<file path="config.mk">
export PLATFORM = sky130hd
export DESIGN_NAME = mem_loader
export DESIGN_NICKNAME = d
export VERILOG_FILES = /design/src/rtl/mem_pkg.sv /design/src/rtl/mem_loader.sv
export SDC_FILE = /design/constraint.sdc
export NUM_CORES = 1
export LEC_CHECK = 0
export CORE_UTILIZATION = 45
export DETAILED_ROUTE_END_ITERATION = 8
export GPL_TIMING_DRIVEN = 0
export PLACE_DENSITY = 0.66
export SLEW_MARGIN = 15
export SYNTH_ARGS = -nofsm -noshare
export SYNTH_HDL_FRONTEND = slang
export SYNTH_SLANG_ARGS = --single-unit
</file>
<file path="constraint.sdc">
create_clock -name clk -period 2.35 [get_ports clk]
set_input_delay 0.47 -clock clk [delete_from_list [all_inputs] [get_ports clk]]
set_output_delay 0.47 -clock clk [all_outputs]
set_load 0.03 [all_outputs]
</file>
<file path="src/rtl/mem_pkg.sv">
// Shared frame-loader definitions: field widths, parser states and checksum helper.
package mem_pkg;

  localparam int ADDR_W = 16;
  localparam int CNT_W  = 16;
  localparam int BYTE_W = 8;

  typedef enum logic [2:0] {
    S_ADDR_LO,
    S_ADDR_HI,
    S_CNT_LO,
    S_CNT_HI,
    S_DATA_LO,
    S_DATA_HI,
    S_CSUM
  } state_t;

  // A frame is good when the running sum plus the checksum byte wraps to zero.
  function automatic logic csum_bad(input logic [BYTE_W-1:0] sum,
                                    input logic [BYTE_W-1:0] csum);
    logic [BYTE_W-1:0] total;
    total = sum + csum;
    return (total != '0);
  endfunction

endpackage

</file>
<file path="src/rtl/mem_loader.sv">
// Serial frame loader: parses address/count/data/checksum bytes and writes
// 16-bit words into sram, reporting completion and checksum errors.
module mem_loader
  import mem_pkg::*;
(
  input  logic              clk,
  input  logic              reset_n,
  input  logic [BYTE_W-1:0] in_data,
  input  logic              in_valid,
  output logic              in_ready,
  output logic [ADDR_W-1:0] mem_waddr_o,
  output logic [2*BYTE_W-1:0] mem_wdata_o,
  output logic              mem_wr_o,
  output logic              busy_o,
  output logic              done_o,
  output logic              err_o
);

  state_t              state_q, state_d;
  logic [ADDR_W-1:0]   addr_q;
  logic [CNT_W-1:0]    count_q;
  logic [BYTE_W-1:0]   data_lo_q;
  logic [BYTE_W-1:0]   sum_q;
  logic                accept;

  // Two bytes arrive per write at most, so the loader never needs to stall.
  assign in_ready = reset_n;
  assign accept   = in_valid & in_ready;
  assign busy_o   = (state_q != S_ADDR_LO) | mem_wr_o | done_o;

  always_ff @(posedge clk or negedge reset_n) begin
    if (!reset_n) state_q <= S_ADDR_LO;
    else          state_q <= state_d;
  end

  always_comb begin
    state_d = state_q;
    if (accept) begin
      case (state_q)
        S_ADDR_LO: state_d = S_ADDR_HI;
        S_ADDR_HI: state_d = S_CNT_LO;
        S_CNT_LO:  state_d = S_CNT_HI;
        S_CNT_HI:  state_d = ({in_data, count_q[BYTE_W-1:0]} == '0) ? S_CSUM : S_DATA_LO;
        S_DATA_LO: state_d = S_DATA_HI;
        S_DATA_HI: state_d = (count_q == CNT_W'(1)) ? S_CSUM : S_DATA_LO;
        S_CSUM:    state_d = S_ADDR_LO;
        default:   state_d = S_ADDR_LO;
      endcase
    end
  end

  always_ff @(posedge clk or negedge reset_n) begin
    if (!reset_n) begin
      addr_q      <= '0;
      count_q     <= '0;
      data_lo_q   <= '0;
      sum_q       <= '0;
      mem_waddr_o <= '0;
      mem_wdata_o <= '0;
      mem_wr_o    <= 1'b0;
      done_o      <= 1'b0;
      err_o       <= 1'b0;
    end else begin
      mem_wr_o <= 1'b0;
      done_o   <= 1'b0;
      if (accept) begin
        if (state_q != S_CSUM) sum_q <= sum_q + in_data;
        case (state_q)
          S_ADDR_LO: begin
            addr_q[BYTE_W-1:0] <= in_data;
            sum_q              <= in_data;
            err_o              <= 1'b0;
          end
          S_ADDR_HI: addr_q[ADDR_W-1:BYTE_W] <= in_data;
          S_CNT_LO:  count_q[BYTE_W-1:0]     <= in_data;
          S_CNT_HI:  count_q[CNT_W-1:BYTE_W] <= in_data;
          S_DATA_LO: data_lo_q               <= in_data;
          S_DATA_HI: begin
            // Registered write strobe; the address wraps naturally at 16 bits.
            mem_waddr_o <= addr_q;
            mem_wdata_o <= {in_data, data_lo_q};
            mem_wr_o    <= 1'b1;
            addr_q      <= addr_q + 1'b1;
            count_q     <= count_q - 1'b1;
          end
          S_CSUM: begin
            err_o  <= csum_bad(sum_q, in_data);
            done_o <= 1'b1;
          end
          default: ;
        endcase
      end
    end
  end

endmodule

</file>
Word-level counts from Yosys, hierarchy flattened

Index checks and enable logic that the tools add are counted.

Add/subtract/negate cells: 3
Multiply operators: 0
Divide/modulo/power cells: 0
Magnitude comparators: 0
Equality and inequality tests: 8
Shift-type cells: 0
Multiplexer cells: 14
Bitwise logic cells: 3
Reductions and logical operators: 18

Operators with widths:

| operator              | count |
|---|---|
| $pmux 8 s2            | 4 |
| $pmux 3 s6            | 1 |
| $add 16x1->16 const B | 1 |
| $eq 16x1->1 const B   | 1 |
| $logic_not 16->1      | 1 |
| $mux 8                | 2 |
| $reduce_and 2->1      | 8 |
| $sub 16x1->16 const B | 1 |
| $reduce_bool 2->1     | 6 |
| $eq 3x3->1 const B    | 3 |
| $add 8x8->8           | 1 |
| $reduce_bool 8->1     | 1 |
| $eq 3x2->1 const B    | 2 |
| $mux 1                | 4 |
| $mux 2                | 2 |
| $eq 3x1->1 const B    | 1 |
| $logic_not 3->1       | 1 |
| $ne 3x3->1 const B    | 1 |
| $reduce_bool 3->1     | 1 |
| $or 1x1->1            | 2 |
| $pmux 1 s2            | 1 |
| $and 1x1->1           | 1 |

Bits in registers: 86
Latch bits: 0
Bits in writable memories: 0
Bits in read-only memories: 0
Input port bits: 11
Output and inout bits: 37
Word-level logic and storage cells: 58
Memories kept: 0

Logic depth before layout (Yosys ltp)

Gate-level depths: netlist of the first run.

Depth after elaboration: 3
Mapped depth: 7
Gate-level depth less buffers: 7

Least setup slack after synthesis of the first run

OpenSTA, ideal clock, no wires.

Kind: input port to flip-flop
From: input port in_data[0]
To: register sum_q[6]
Library setup time: 125 ps
Arrival: 2029 ps
Required time: 2225 ps
Path slack: 197 ps
Stages: 7
Path buffers: 0
Path through: ha_1 -> fa_1 -> a211oi_1 -> nor2_1 -> a211oi_1 -> o21ai_0 -> mux2_2

Cells in the longest elaborated chain, start to end: 3

RTL lines:

| item                 | line             | source |
|---|---|---|
| start, declared      | mem_loader.sv:8  | `input logic [BYTE_W-1:0] in_data,` |
| $add 8x8->8          | mem_loader.sv:67 | `if (state_q != S_CSUM) sum_q <= sum_q + in_data;` |
| $mux 8               | mem_loader.sv:67 |  |
| $mux 8               | mem_loader.sv:68 | `case (state_q)` |
| end signal, assigned | mem_loader.sv:67 |  |
| end signal, assigned | mem_loader.sv:71 | `sum_q <= in_data;` |
| end, declared        | mem_loader.sv:23 | `logic [BYTE_W-1:0] sum_q;` |

Every way passes these cells. The select of a mux whose other input is x is not followed.
A chain may end at the register's enable or synchronous reset.

Final worst setup path of the first run

From: register state_q[2]
To: output port busy_o

Cells in the longest elaborated chain, start to end: 3

RTL lines:

| item                     | line             | source |
|---|---|---|
| start, declared          | mem_loader.sv:19 | `state_t state_q, state_d;` |
| start signal, assigned   | mem_loader.sv:33 | `else state_q <= state_d;` |
| $reduce_bool 3->1        | mem_loader.sv:29 | `assign busy_o = (state_q != S_ADDR_LO) \| mem_wr_o \| done_o;` |
| $or 1x1->1 (2 in series) | mem_loader.sv:29 |  |
| end, declared            | mem_loader.sv:14 | `output logic busy_o,` |

Every way passes these cells.

==> metrics.yaml, run 1 <==
floorplanning:
  core_um2: 9860
  die_w_um: 103
  rows: 36
  die_h_um: 103
  die-area_um2: 10600
  initial_core_util_pct: 46.7
  ios: 48
finish:
  fin_util_pct: 56.5
  final_area_um2: 5580
  drive_gt1_share_pct: 20.0
  area_growth_pct: 21.1
  n_antenna_cell: 0
  nets: 527
critical_path:
  critPathLaunchType: "register"
  endpoint: "busy_o"
  critPathCaptureType: "output pin"
  critPathMaxFanout: 7
  arrival_ns: 1.82
  r2r_cells: 7
  crit_type: "register to output pin"
  regToRegSetupSlack_ns: 0.22
  cp.required_ns: 1.88
  cp-startpoint: "state_q[2]"
  r2r-end: "sum_q[6]"
  r2r_start: "sum_q[0]"
synthesis:
  syn_avg_cell_area_um2: 10.4
  synth_edf_count: 0
  synth_cell_types: 62
  yosys.area.top_type: "dfrtp_1"
  yosysWarnings: 0
  async_reset_ff_share_pct: 100
  yosysSeqAreaShare_pct: 46.7
  synth.top_cells.by_area: "dfrtp_1 (47%), mux2_2 (10%), o21ai_0 (4.2%)"
  synth_top_flop_cell: "dfrtp_1"
  syn_nets: 465
  yosys.cell_count.top_type: "dfrtp_1"
  synth_top_area_share_pct: 46.7
  synthTopCellsByCount: "dfrtp_1 (86), mux2_2 (42), o21ai_0 (39)"
  ys_ff_latch: 86
  syn_inst: 442
  netlist_area_um2: 4610
cts:
  cts_tree: "done"
  cts-root-buf: "clkbuf_8"
  clock_latency_ns: 0.37
  clock_path_buffers: 2
  clock-sinks: 86
  clk_pin_slew_ns: 0.09
  h-tree-depth: 3
  cts_made_buffers: 9
timing:
  slew_headroom_pct: 42.7
  slew_violations: 0
  period_share_pct: 97.6
  timing.final.setup_violations: 0
  fin_ws_ns: 0.0565
  min_period_ns: 2.29
  fin_skew_ns: 0.0104
  hold_slack_ns: 0.0567
  hold_viol: 0
  tightestPinTransition_ns: 0.857
  rsz0062_at_grt: "false"
  fmax_mhz: 436
grt:
  gr-total-overflow: 0
  grt_use_met3_pct: 5.42
  grt_pass1_wl_um: 18700
  grtUsageMet1_pct: 31.5
  grtUsageTotal_pct: 23.5
  busiest_layer: "met2"
  use_met2_pct: 36.4
  grt_pass1_vias: 3660
  grt_max_degree: 29
  antenna_found_initial: 0
detailed_routing:
  ant_nets: 0
  drc_errors: 0
  viasPerCell: 5.87
  wire_per_inst_um: 18.1
  routed_wl_um: 11600
  dr.pass1.iters: 5
  drt_iter0_drc: 175
  num_vias: 3768
pwr:
  power_leakage_nw: 2.39
  power.density_nw_per_um2: 1260
  p_total_w: 0.00702
  ir_worst_vdd_mv: 0.625
flow_run:
  drv_cap: 0
worst_hold_path:
  hold_path_class: "primary input to async pin"
placement:
  portBuffers: 46
  pre_cts_slack_ns: -0.945
  dpl_cell_area_um2: 5260
  gp_congestion: 0.939
  dpl.hpwl_um: 7890
run_status:
  status: "complete, no violations"
==> stage by stage <==
stage / std cells / TNS, ns
detailed placement: 622 / -15.94
floorplan: 442 / 0
CTS: 642 / 0
finish: 642 / 0
global placement: 621 / -510.58
global route: 642 / 0
==> worst min path at each step <==
stage / start / to
2_1_floorplan: reset_n / addr_q[0]
3_5_place_dp: reset_n / count_q[10]
6_report: reset_n / count_q[15]
4_1_cts: reset_n / mem_wdata_o[0]
3_3_place_gp: sum_q[2] / sum_q[2]
5_1_grt: reset_n / mem_wdata_o[0]
==> kinds of logic (layout without fill, tap and decap cells) <==
family	count (synthesis)	count (layout)	synth area share (%)
adder cells (fa/ha/maj)	12	12	3.42
AND/OR/NAND/NOR	128	128	15.5
AO/OA/AOI/OAI	134	134	18.7
buffers and inverters	28	95	2.99
multiplexers	48	48	11.6
flip-flops	86	86	46.7
XOR/XNOR	6	6	1.14
==> power breakdown <==
part           switching (W)  internal (W)  leakage [nW]
Combinational        0.00173       0.00142          1.21
Clock               0.000582      0.000617         0.118
Sequential          0.000565       0.00211          1.07
Total                0.00288       0.00415          2.39
==> layer usage <==
metal	part of all wire, %	vias to the layer above
met5	0	-
met2	46	124
met1	46	1852
met3	5.5	27
met4	2.8	0
li1	-	1765
==> critical path, cell delays in order, from the launching register on <==
cell	delay [ns]
dfrtp_1	0.42
or3_1	0.40
buf_6	0.16
or3_1	0.30
clkbuf_4	0.19
==> sequential cells by signal, summed over array words and instances, names as in the netlist <==
name	cells
state_q	3
addr_q	16
mem_wr_o	1
data_lo_q	8
sum_q	8
done_o	1
mem_waddr_o	16
count_q	16
mem_wdata_o	16
err_o	1
==> timing repair <==
item                       in CTS  in global routing
hold buffers                    2                  0
gates resized for setup        16                  6
hold endpoints to repair       14                  0
setup endpoints to repair       5                  4
buffers inserted                1                  0
gates cloned                    1                  0
==> area by class of cell <==
cell class	count	area, um^2
fillers	853	4290
multi-input cells	328	2330
flip-flops and latches	86	2150
repair buffers	51	549
well taps	133	166
clock buffers	9	124
plain buffers	22	121
clock inverters	7	105
inverters	6	22.5
==> layout by cell type, fill, tap and decap left out, types with 6 or more instances in the layout <==
cell              n
ha_1             10
a21oi_1          31
o21ai_0          39
dfrtp_1          85
nor2_1           32
clkbuf_8          9
o22a_1            9
inv_1             6
clkbuf_1          6
mux2i_1           6
mux2_2           42
buf_4             6
nor3_1           10
nand2_1          35
buf_2            10
nand3_1          11
clkdlybuf4s50_1  38
(Power assumes the default switching activity.)
==> inputs of run 2 (changes only) <==
--- a/config.mk
+++ b/config.mk
@@ -5,10 +5,11 @@
 export SDC_FILE = /design/constraint.sdc
 export NUM_CORES = 1
 export LEC_CHECK = 0
+export CORE_MARGIN = 5
 export CORE_UTILIZATION = 45
 export DETAILED_ROUTE_END_ITERATION = 8
+export DONT_BUFFER_PORTS = 1
 export GPL_TIMING_DRIVEN = 0
-export PLACE_DENSITY = 0.66
 export SLEW_MARGIN = 15
 export SYNTH_ARGS = -nofsm -noshare
 export SYNTH_HDL_FRONTEND = slang
==> run 2 against run 1 <==
Compared with the run above: the run now ends with negative hold slack left; first-iteration DRC count rose by 28%; clock skew fell by 0.0024 ns; register-to-register slack got worse by 0.05 ns; setup slack improved by 0.0096 ns; sequential share of layout area rose by 4.5 points; hold slack got worse by 0.27 ns; combinational power fell by 32%; via count fell by 6.5%; non-clock buffer count fell by 51; total power fell by 8.8%; wire length fell by 2.5%; critical path type unchanged.
==> metrics.yaml, run 2 (synthesis results as in run 1) <==
critical_path:
  r2r_cells: 7  # unchanged
  critPathCaptureType: "output pin"
  crit_type: "register to output pin"
  r2r_start: "sum_q[0]"
  crit_chain: "or3_1, buf_2, or3_4"
  r2r-end: "err_o"
  critPathLaunchType: "register"
  arrival_ns: 1.81  # about the same
  critical_path.max_stage_delay_ns: 0.47  # +0.05 ns
  regToRegSetupSlack_ns: 0.17  # -0.05 ns
  critPathMaxFanout: 7  # unchanged
  slowest_stage: "dfrtp_1"
  cp.required_ns: 1.88  # about the same
floorplanning:
  rows: 37  # +2.8%
  initial_core_util_pct: 45.4  # -1.3 points
  die_w_um: 111  # +7.8%
  die-area_um2: 12400  # +16%
  core_um2: 10100  # +2.8%
  ios: 48  # unchanged
  die_h_um: 111  # +7.8%
timing:
  slew_violations: 0  # unchanged
  min_period_ns: 2.28  # -0.00963 ns
  fmax_mhz: 438  # +0.42%
  period_share_pct: 97.2  # -0.41 points
  fin_skew_ns: 0.00797  # -0.00244 ns
  rsz0062_at_grt: "false"
  timing.final.setup_violations: 0  # unchanged
  tightestPinTransition_ns: 0.770  # -0.0874 ns
  tns_ns: 0  # unchanged
  slew_headroom_pct: 48.2  # +5.5 points
  hold_viol: 86  # +86
  hold_slack_ns: -0.212  # -0.269 ns
finish:
  nets: 476  # -9.7%
  fillers: 963  # +13%
  layout_commonest_cell: "dfrtp_1"
  n_antenna_cell: 0  # unchanged
  final_cell_mix: "dfrtp_1 (86), mux2_2 (42), o21ai_0 (39)"
  final_area_um2: 5000  # -10%
  drive_gt1_share_pct: 20.3  # +0.27 points
  fin_util_pct: 49.3  # -7.3 points
  area_growth_pct: 8.48
detailed_routing:
  drt-met1-wl_um: 4930  # -7.2%
  drc_errors: 0  # unchanged
  wire_per_inst_um: 19.1  # +5.4%
  viasPerCell: 5.93  # +1.0%
  drt_iter0_drc: 224  # +28%
  met3WireLength_um: 738  # +16%
  ant_nets: 0  # unchanged
  highest_layer: "met4"
  num_vias: 3522  # -6.5%
  dr.pass1.iters: 4  # -1
  routed_wl_um: 11400  # -2.5%
  wl_met2_um: 5480  # +2.2%
cts:
  h-tree-depth: 3  # unchanged
  cts-root-buf: "clkbuf_8"
  cts_made_buffers: 9  # unchanged
  cts_tree: "done"
  clock_path_buffers: 2  # unchanged
  clk_pin_slew_ns: 0.09  # about the same
  clock-sinks: 86  # unchanged
  clock_latency_ns: 0.36  # about the same
grt:
  gr-total-overflow: 0  # unchanged
  grt_pass1_wl_um: 19000  # +1.7%
  antenna_found_initial: 0  # unchanged
  grt_pass1_vias: 3582  # -2.1%
  grtUsageTotal_pct: 18.9  # -4.6 points
  grt_max_degree: 90  # +210%
pwr:
  p_int_w: 0.00364  # -12%
  seqPwrFrac_pct: 48.9  # +11 points
  ir_worst_vdd_mv: 0.714  # +14%
  power.density_nw_per_um2: 1280  # +1.8%
  p_switching_w: 0.00276  # -3.9%
  p_total_w: 0.00640  # -8.8%
  combPwrFrac_pct: 33.6  # -11 points
  power_leakage_nw: 2.14  # -11%
  pwr-share-clk_pct: 17.4  # +0.3 points
  netSwitchingFraction_pct: 43.2  # +2.2 points
placement:
  gp_congestion: 0.901  # -4.1%
  portBuffers: 0  # -100%
  dpl_cell_area_um2: 4780  # -9.2%
  dpl.hpwl_um: 7830  # -0.73%
flow_run:
  drv_cap: 0  # unchanged
run_status:
  status: "complete, but fails checks"
  violations: "negative hold slack"
worst_hold_path:
  hold_path_class: "primary input to async pin"
[run 2: how the worst max path moves through the flow]
stage	slack [ns]	depth (start not counted)	from	to
3_3_place_gp	-0.03	7	in_data[0]	sum_q[6]
5_1_grt	0.002	3	state_q[0]	busy_o
4_1_cts	0.05	3	state_q[0]	busy_o
6_report	0.07	3	state_q[0]	busy_o
2_1_floorplan	0.20	7	in_data[0]	sum_q[6]
3_5_place_dp	-0.02	7	in_data[0]	sum_q[6]
[run 2: final cells by class]
class / instances / area, um^2 / share of cell area, %
multi-input combinational: 328 / 2330 / 46.6
clock inverter: 7 / 86.3 / 1.73
clock buffer: 9 / 124 / 2.48
sequential: 86 / 2150 / 43.1
tap: 136 / 170 / 3.41
inverter: 6 / 22.5 / 0.451
buffer: 22 / 115 / 2.30
[run 2: timing repair]
item	CTS	global route
endpoints found under the setup margin	1	1
hold endpoints to repair	86	86
buffers inserted	0	0
gates resized for setup	1	1
[run 2: stage by stage]
| stage | instances | setup slack [ns] |
|---|---|---|
| after floorplan | 442 | 0.197 |
| after global routing | 594 | 0.00178 |
| after global placement | 578 | -0.0284 |
| after detailed placement | 578 | -0.0193 |
| final | 594 | 0.0661 |
| after CTS | 594 | 0.0533 |
[run 2: layer usage]
metal / GRT usage (%) / vias up
met3: 5.29 / 19
met4: 4.54 / 0
met5: 0 / -
met2: 29.9 / 86
met1: 25.7 / 1750
li1: - / 1667
[run 2: worst max-delay path, delay by kind of cell, from the launching register on]
kind | cells | cell delay (ns)
and+or+nand+nor | 2 | 0.77
buffers and inverters | 1 | 0.21
DFF | 1 | 0.47
[run 2: power by group through the flow]
stage	Sequential, W	Combinational (W)	Clock, W
2_1_floorplan	0.00299	0.00176	0
3_3_place_gp	0.00315	0.00208	0
3_5_place_dp	0.00317	0.00214	0
4_1_cts	0.00314	0.00215	0.00115
5_1_grt	0.00324	0.00243	0.00122
6_report	0.00313	0.00215	0.00112
